[src/rtl/pfb_mac_result_drain.sv]
// pfb_mac_result_drain
// Consumer end of the PFB multiply-accumulate cascade. A validity tracker
// follows each sample through the ce-gated MAC pipeline so that every 48-bit
// chain sum is captured exactly once. Each captured sum is rounded, shifted
// and saturated to OUT_W bits. The result goes into a first-word-fall-through
// FIFO and leaves as AXI-Stream. tlast marks channel NUM_CHAN-1 of every frame.
//
// Ports
//   clk, rst     clock, asynchronous active-high reset
//   ce           clock enable shared with the MAC chain registers
//   in_valid     chain input sample is real (qualified by ce)
//   p_in         signed 48-bit P output of the last MAC
//   clr_flags    synchronous clear of sat_flag / ovf_flag
//   m_tdata      signed OUT_W-bit output sample
//   m_tvalid     AXI-Stream valid (FIFO not empty)
//   m_tready     AXI-Stream ready
//   m_tlast      last channel of the frame
//   almost_full  registered; upstream drops ce while high
//   sat_flag     sticky: a sample saturated
//   ovf_flag     sticky: a sample was dropped because the FIFO was full
module pfb_mac_result_drain #(
  parameter int PIPE_LAT   = 11,
  parameter int SHIFT      = 15,
  parameter int OUT_W      = 16,
  parameter int NUM_CHAN   = 64,
  parameter int FIFO_DEPTH = 16,
  parameter int AFULL_LVL  = 4
) (
  input  logic             clk,
  input  logic             rst,
  input  logic             ce,
  input  logic             in_valid,
  input  logic [47:0]      p_in,
  input  logic             clr_flags,
  output logic [OUT_W-1:0] m_tdata,
  output logic             m_tvalid,
  input  logic             m_tready,
  output logic             m_tlast,
  output logic             almost_full,
  output logic             sat_flag,
  output logic             ovf_flag
);

  localparam int AW  = $clog2(FIFO_DEPTH);
  localparam int CW  = AW + 1;
  localparam int CHW = $clog2(NUM_CHAN);

  localparam logic signed [48:0] ROUND = 49'sd1 <<< (SHIFT - 1);
  localparam logic signed [48:0] MAX_Q = (49'sd1 <<< (OUT_W - 1)) - 49'sd1;
  localparam logic signed [48:0] MIN_Q = -(49'sd1 <<< (OUT_W - 1));

  localparam logic [OUT_W-1:0] MAX_W = {1'b0, {(OUT_W-1){1'b1}}};
  localparam logic [OUT_W-1:0] MIN_W = {1'b1, {(OUT_W-1){1'b0}}};

  localparam logic [CW-1:0]  DEPTH_C   = CW'(FIFO_DEPTH);
  localparam logic [CW-1:0]  AF_THRESH = CW'(FIFO_DEPTH - AFULL_LVL);
  localparam logic [CHW-1:0] LAST_CHAN = CHW'(NUM_CHAN - 1);

  // Validity tracker: mirrors the ce-gated MAC pipeline depth
  logic [PIPE_LAT-1:0] trk;
  logic                tv;
  logic                capture;

  assign tv      = trk[PIPE_LAT-1];
  assign capture = ce & tv;

  always_ff @(posedge clk or posedge rst) begin
    if (rst)
      trk <= '0;
    else if (ce)
      trk <= (trk << 1) | PIPE_LAT'(in_valid);
  end

  // Round half up, arithmetic shift, then clamp into the signed OUT_W range
  logic signed [48:0] r_sum;
  logic signed [48:0] q_val;
  logic [OUT_W-1:0]   q_word;
  logic               sat_hit;

  always_comb begin
    r_sum   = {p_in[47], p_in} + ROUND;
    q_val   = r_sum >>> SHIFT;
    q_word  = q_val[OUT_W-1:0];
    sat_hit = 1'b0;
    if (q_val > MAX_Q) begin
      q_word  = MAX_W;
      sat_hit = 1'b1;
    end else if (q_val < MIN_Q) begin
      q_word  = MIN_W;
      sat_hit = 1'b1;
    end
  end

  // Result stage and channel counter. The counter advances on every capture,
  // even when the word is later dropped, so frame alignment survives overflow.
  logic             s1_valid;
  logic [OUT_W-1:0] s1_data;
  logic             s1_last;
  logic [CHW-1:0]   chan;

  always_ff @(posedge clk or posedge rst) begin
    if (rst) begin
      s1_valid <= 1'b0;
      s1_data  <= '0;
      s1_last  <= 1'b0;
      chan     <= '0;
    end else begin
      s1_valid <= capture;
      if (capture) begin
        s1_data <= q_word;
        s1_last <= (chan == LAST_CHAN);
        chan    <= (chan == LAST_CHAN) ? '0 : chan + CHW'(1);
      end
    end
  end

  // FIFO control: a write into a full FIFO still succeeds if a read happens
  // in the same cycle; otherwise the word is dropped.
  logic [OUT_W:0]  mem [FIFO_DEPTH];
  logic [AW-1:0]   wr_ptr;
  logic [AW-1:0]   rd_ptr;
  logic [CW-1:0]   count;
  logic [CW-1:0]   count_nxt;
  logic            empty;
  logic            full;
  logic            pop;
  logic            push;
  logic            drop;

  always_comb begin
    empty     = (count == '0);
    full      = (count == DEPTH_C);
    pop       = !empty & m_tready;
    push      = s1_valid & (!full | pop);
    drop      = s1_valid & full & !pop;
    count_nxt = count + CW'(push) - CW'(pop);
  end

  always_ff @(posedge clk) begin
    if (push)
      mem[wr_ptr] <= {s1_last, s1_data};
  end

  // almost_full is registered from the next count so it tracks occupancy
  // without an extra cycle of lag.
  always_ff @(posedge clk or posedge rst) begin
    if (rst) begin
      wr_ptr      <= '0;
      rd_ptr      <= '0;
      count       <= '0;
      almost_full <= 1'b0;
    end else begin
      if (push)
        wr_ptr <= wr_ptr + AW'(1);
      if (pop)
        rd_ptr <= rd_ptr + AW'(1);
      count       <= count_nxt;
      almost_full <= (count_nxt >= AF_THRESH);
    end
  end

  // Sticky flags: a set event in the same cycle beats clr_flags
  always_ff @(posedge clk or posedge rst) begin
    if (rst) begin
      sat_flag <= 1'b0;
      ovf_flag <= 1'b0;
    end else begin
      if (capture & sat_hit)
        sat_flag <= 1'b1;
      else if (clr_flags)
        sat_flag <= 1'b0;
      if (drop)
        ovf_flag <= 1'b1;
      else if (clr_flags)
        ovf_flag <= 1'b0;
    end
  end

  // First-word-fall-through output. Memory contents are not reset, so the
  // head word is masked to zero while the FIFO is empty.
  always_comb begin
    m_tvalid = !empty;
    m_tdata  = '0;
    m_tlast  = 1'b0;
    if (!empty) begin
      m_tdata = mem[rd_ptr][OUT_W-1:0];
      m_tlast = mem[rd_ptr][OUT_W];
    end
  end

endmodule
[config.mk]
export PLATFORM = sky130hd
export DESIGN_NAME = pfb_mac_result_drain
export DESIGN_NICKNAME = d
export VERILOG_FILES = /design/src/rtl/pfb_mac_result_drain.sv
export SDC_FILE = /design/constraint.sdc
export NUM_CORES = 1
export LEC_CHECK = 0
export ABC_AREA = 1
export CAP_MARGIN = 20
export CORE_AREA = 2 2 242 244
export CTS_CLUSTER_DIAMETER = 30
export DETAILED_ROUTE_END_ITERATION = 12
export DIE_AREA = 0 0 244 246
export GPL_TIMING_DRIVEN = 0
export RECOVER_POWER = 100
export SYNTH_ARGS = -nofsm -noshare
export SYNTH_HDL_FRONTEND = slang
export SYNTH_SLANG_ARGS = --single-unit
[constraint.sdc]
create_clock -name clk -period 2.8 [get_ports clk]
set_clock_uncertainty 0.1 [all_clocks]
set_input_delay 0.7 -clock clk [delete_from_list [all_inputs] [get_ports clk]]
set_output_delay 0.7 -clock clk [all_outputs]
set_load 0.01 [all_outputs]
==> implementation parameters <==
Parameter                              Value

Status
  Outcome ... finished with violations
  Failing checks ... negative setup slack

Detailed routing
  Wirelength per Cell ... 18.8 um
  Via/cell ratio ... 4.74
  First-pass iteration count of the detailed router ... 5
  Vias ... 10.8k
  Drt total wl ... 42700 um
  Remaining antenna violation count after routing ... 0
  DRC violation count after routing ... 0
  Number of design-rule violations left by the first detailed-router iteration ... 1045

STA
  Final hold violation count ... 0
  Final setup fails ... 211
  Period utilization ... 116%
  Measured slew at the worst slew-check pin ... 841 ps
  Max frequency ... 0.307 GHz
  Shortest clock period the worst path allows after layout ... 3260 ps
  RSZ-0062 raised after global routing ... true
  Worst slew margin relative to its limit ... 43.9%
  Slack of the critical path ... -460 ps
  Min Hold Slack ... 374 ps
  Number of slew-limit violations in the final report ... 0

Logic synthesis
  Synthesized-area fraction occupied by ao, oa, aoi and oai cells ... 11.4%
  Yosys warning total ... 0
  Largest family of logic cells by synthesized area ... simple AND/OR/NAND/NOR gates
  Area contributors post-synth ... edfxtp_1 57%, dfrtp_1 9.0%, nor2_1 6.7%, o21ai_0 5.7%, nand2_1 4.3%
  Post-synthesis adder-cell area fraction ... 1.29%
  Total nets after synthesis ... 1349
  Distinct cells, synth ... 36
  Post-Synth XOR/XNOR Area ... 1.66%
  Sequential cell area fraction in the yosys report ... 66.4%
  Area share of the largest cell type after synthesis ... 57.5%
  Area of the mapped netlist ... 14200 sq um
  Area fraction in and, or, nand and nor cells after synthesis ... 15.5%
  Top cell type by total area after synthesis ... edfxtp_1
  Mean instance size in the synthesized netlist ... 11.1 sq um
  Multiplexer share of the synthesized area ... 0.0792%
  Gate Count Post-Synth ... 1281
  #FFs+latches synth ... 323

Die
  Number of placement rows ... 88
  Height of the die ... 246 um
  Horiz. Die Dim ... 244 um
  Core Footprint ... 57400 sq um
  Effective utilization at floorplan ... 24.8%
  Die area ... 60000 sq um
  I/O pin total ... 75

Worst setup path
  Worst Reg-to-Reg Cells ... 18
  Stages on the worst setup path ... 8
  Crit-path max FO ... 10
  Data arrival time at the worst-slack endpoint ... 2460 ps
  Capture instance of the worst register-to-register path ... almost_full
  Count of buffering cells on the critical path with inverters included ... 4
  Cell family contributing the most delay on the critical path ... buffers and inverters
  Ordered list of cells on the worst path ... inv_2 > clkbuf_16 > buf_4 > o21ai_0 > o221ai_1 > nand3_2 > a21oi_4 > buf_6
  Worst Setup Path Type ... register to output port
  Worst r2r src ... count[3]
  End point of the critical path ... m_tdata[13]
  Timing startpoint of the critical path ... rd_ptr[0]
  Largest stage delay on the critical path ... 450 ps
  Register-to-Register Setup Slack ... -290 ps
  CP endpoint kind ... output port
  Slowest cell on the critical path ... dfrtp_2
  Startpoint kind of the worst setup timing path ... register
  Required time worst endpoint ... 2000 ps

Global route
  Antenna violations before repair ... 0
  Aggregate global-route resource usage ... 13.7%
  First-pass GRT wire length ... 62900 um
  Global route overflow ... 0
  Number of global-route vias before repair ... 10.5k
  Largest net degree at the start of global routing ... 33

Power
  Leak pwr ... 0.00705 uW
  Power per cell area ... 1090 nW/um^2
  Switch Pwr ... 7610 uW
  Relative contribution of sequential cells to total power ... 30.7%
  Combinational cell fraction of total power ... 35.5%
  Fraction of power spent switching nets ... 35.7%
  Peak supply drop ... 0.621 mV
  Internal power of the cells ... 13700 uW
  Part of the power in the clock network ... 33.8%

Cells and area
  Synthesis-to-finish area growth ... 37.9%
  Share of post-route cells with drive strength above 1 ... 26.7%
  # nets final ... 1528
  Utilization of the core after routing ... 34.2%
  N_diodes ... 0

CTS
  CTS buffer count ... 59
  CTS root buf ... clkbuf_16
  Clk sink count ... 323
  Worst-Skew Late Latency ... 580 ps
  Max clock buf depth ... 3
  TritonCTS clock tree ... done
  # H-tree levels ... 2
  Clk slew on worst S/H paths ... 50 ps
  Hold buffers post-CTS ... 0

Place
  Count of buffers from port buffering ... 60
  Final weighted congestion of routability-driven global placement ... 0.878
  Detailed Place HPWL ... 28800 um

Min path
  Class of the worst hold path ... register to register

Run
  Maximum capacitance violations ... 0
logic make-up after synthesis:
kind of cell | count (synthesis)
buffers and inverters | 132
AO/OA/AOI/OAI | 273
AND/OR/NAND/NOR | 511
XOR/XNOR | 27
flip-flops | 323
adder cells (fa/ha/maj) | 14
multiplexers | 1
worst min path at each step:
stage	from	to	slack, ps	cells after the start
floorplan	chan[4]	chan[4]	350	1
global placement	trk[1]	trk[2]	360	2
detailed placement	chan[4]	chan[4]	370	1
CTS	rst	trk[4]	370	2
global route	chan[4]	chan[4]	400	1
finish	chan[4]	chan[4]	370	1
state kept, by name (all words and copies together) (netlist names):
signal       cells
wr_ptr           4
s1_data         16
trk             11
almost_full      1
mem            272
s1_valid         1
rd_ptr           4
count            5
chan             6
s1_last          1
ovf_flag         1
sat_flag         1
cell usage in the layout (no fill, tap or decap), drive strengths merged, types with 4 or more instances in the layout:
cell and instances:
dlymetal6s2s 7, nand2 181, buf 81, inv 72
nand4 4, clkbuf 125, clkdlybuf4s50 29, clkinvlp 7
o221ai 44, edfxtp 272, a21oi 41, ha 13
o21ai 161, xnor2 8, clkinv 24, nand3 44
xor2 19, dlygate4sd3 6, o22ai 25, bufinv 9
nand3b 8, dfrtp 51, nor2 271
final cells by class:
cell class | count | area, sq um
clock inverters | 41 | 505
fillers | 5576 | 37800
plain buffers | 58 | 672
well taps | 765 | 957
inverters | 71 | 280
repair buffers | 121 | 1280
flip-flops and latches | 323 | 9450
multi-input cells | 826 | 4900
clock buffers | 69 | 1540
stage by stage:
step	setup slack, ps	instances	power (uW)	instance area, sq um	setup TNS [ps]
floorplan	21.2	1281	9470	14200	0
CTS	-428	2252	20700	19000	-6940
finish	-460	2274	21300	19600	-19360
global placement	-1490	2106	12100	15800	-376780
global route	-494	2274	22200	19600	-60550
detailed placement	-1520	2123	12300	16100	-134980
synthesized netlist by cell type (all sizes together):
| cell | n |
|---|---|
| clkinv | 1 |
| xnor2 | 8 |
| nand3b | 8 |
| nand4 | 4 |
| nand3 | 44 |
| nor3b | 1 |
| fa | 1 |
| o21ai | 161 |
| nor2 | 271 |
| dfrtp | 51 |
| clkbuf | 58 |
| and2 | 1 |
| a21o | 1 |
| o22ai | 25 |
| edfxtp | 272 |
| o221ai | 44 |
| inv | 70 |
| a21oi | 41 |
| xor2 | 19 |
| ha | 13 |
| nor3 | 1 |
| mux2 | 1 |
| nand2 | 181 |
| o21a | 1 |
| buf | 3 |
repair_timing:
item | CTS | global route
pin swaps | 56 | 63
gates cloned | 8 | 2
setup buffers | 12 | 22
endpoints found under the setup margin | 292 | 160
gates resized for setup | 299 | 112
power groups by stage:
stage	clock (uW)	combinational, uW	sequential (uW)
3_5_place_dp	0	5700	6580
4_1_cts	7260	6950	6520
2_1_floorplan	0	3130	6340
5_1_grt	7510	8080	6600
6_report	7210	7570	6540
3_3_place_gp	0	5500	6560
metal layers:
metal  track usage (%)  vias to the layer above  part of all wire (%)  wire [um]
met4              5.58                        0                   2.7       1170
met1              16.9                     5296                    40      17000
met2              23.8                      506                    50      21400
met5                 0                        -                     0          0
li1                  -                     4896                     -          -
met3              2.20                       86                   7.3       3100
No activity file was read; power rests on OpenSTA's default activity.
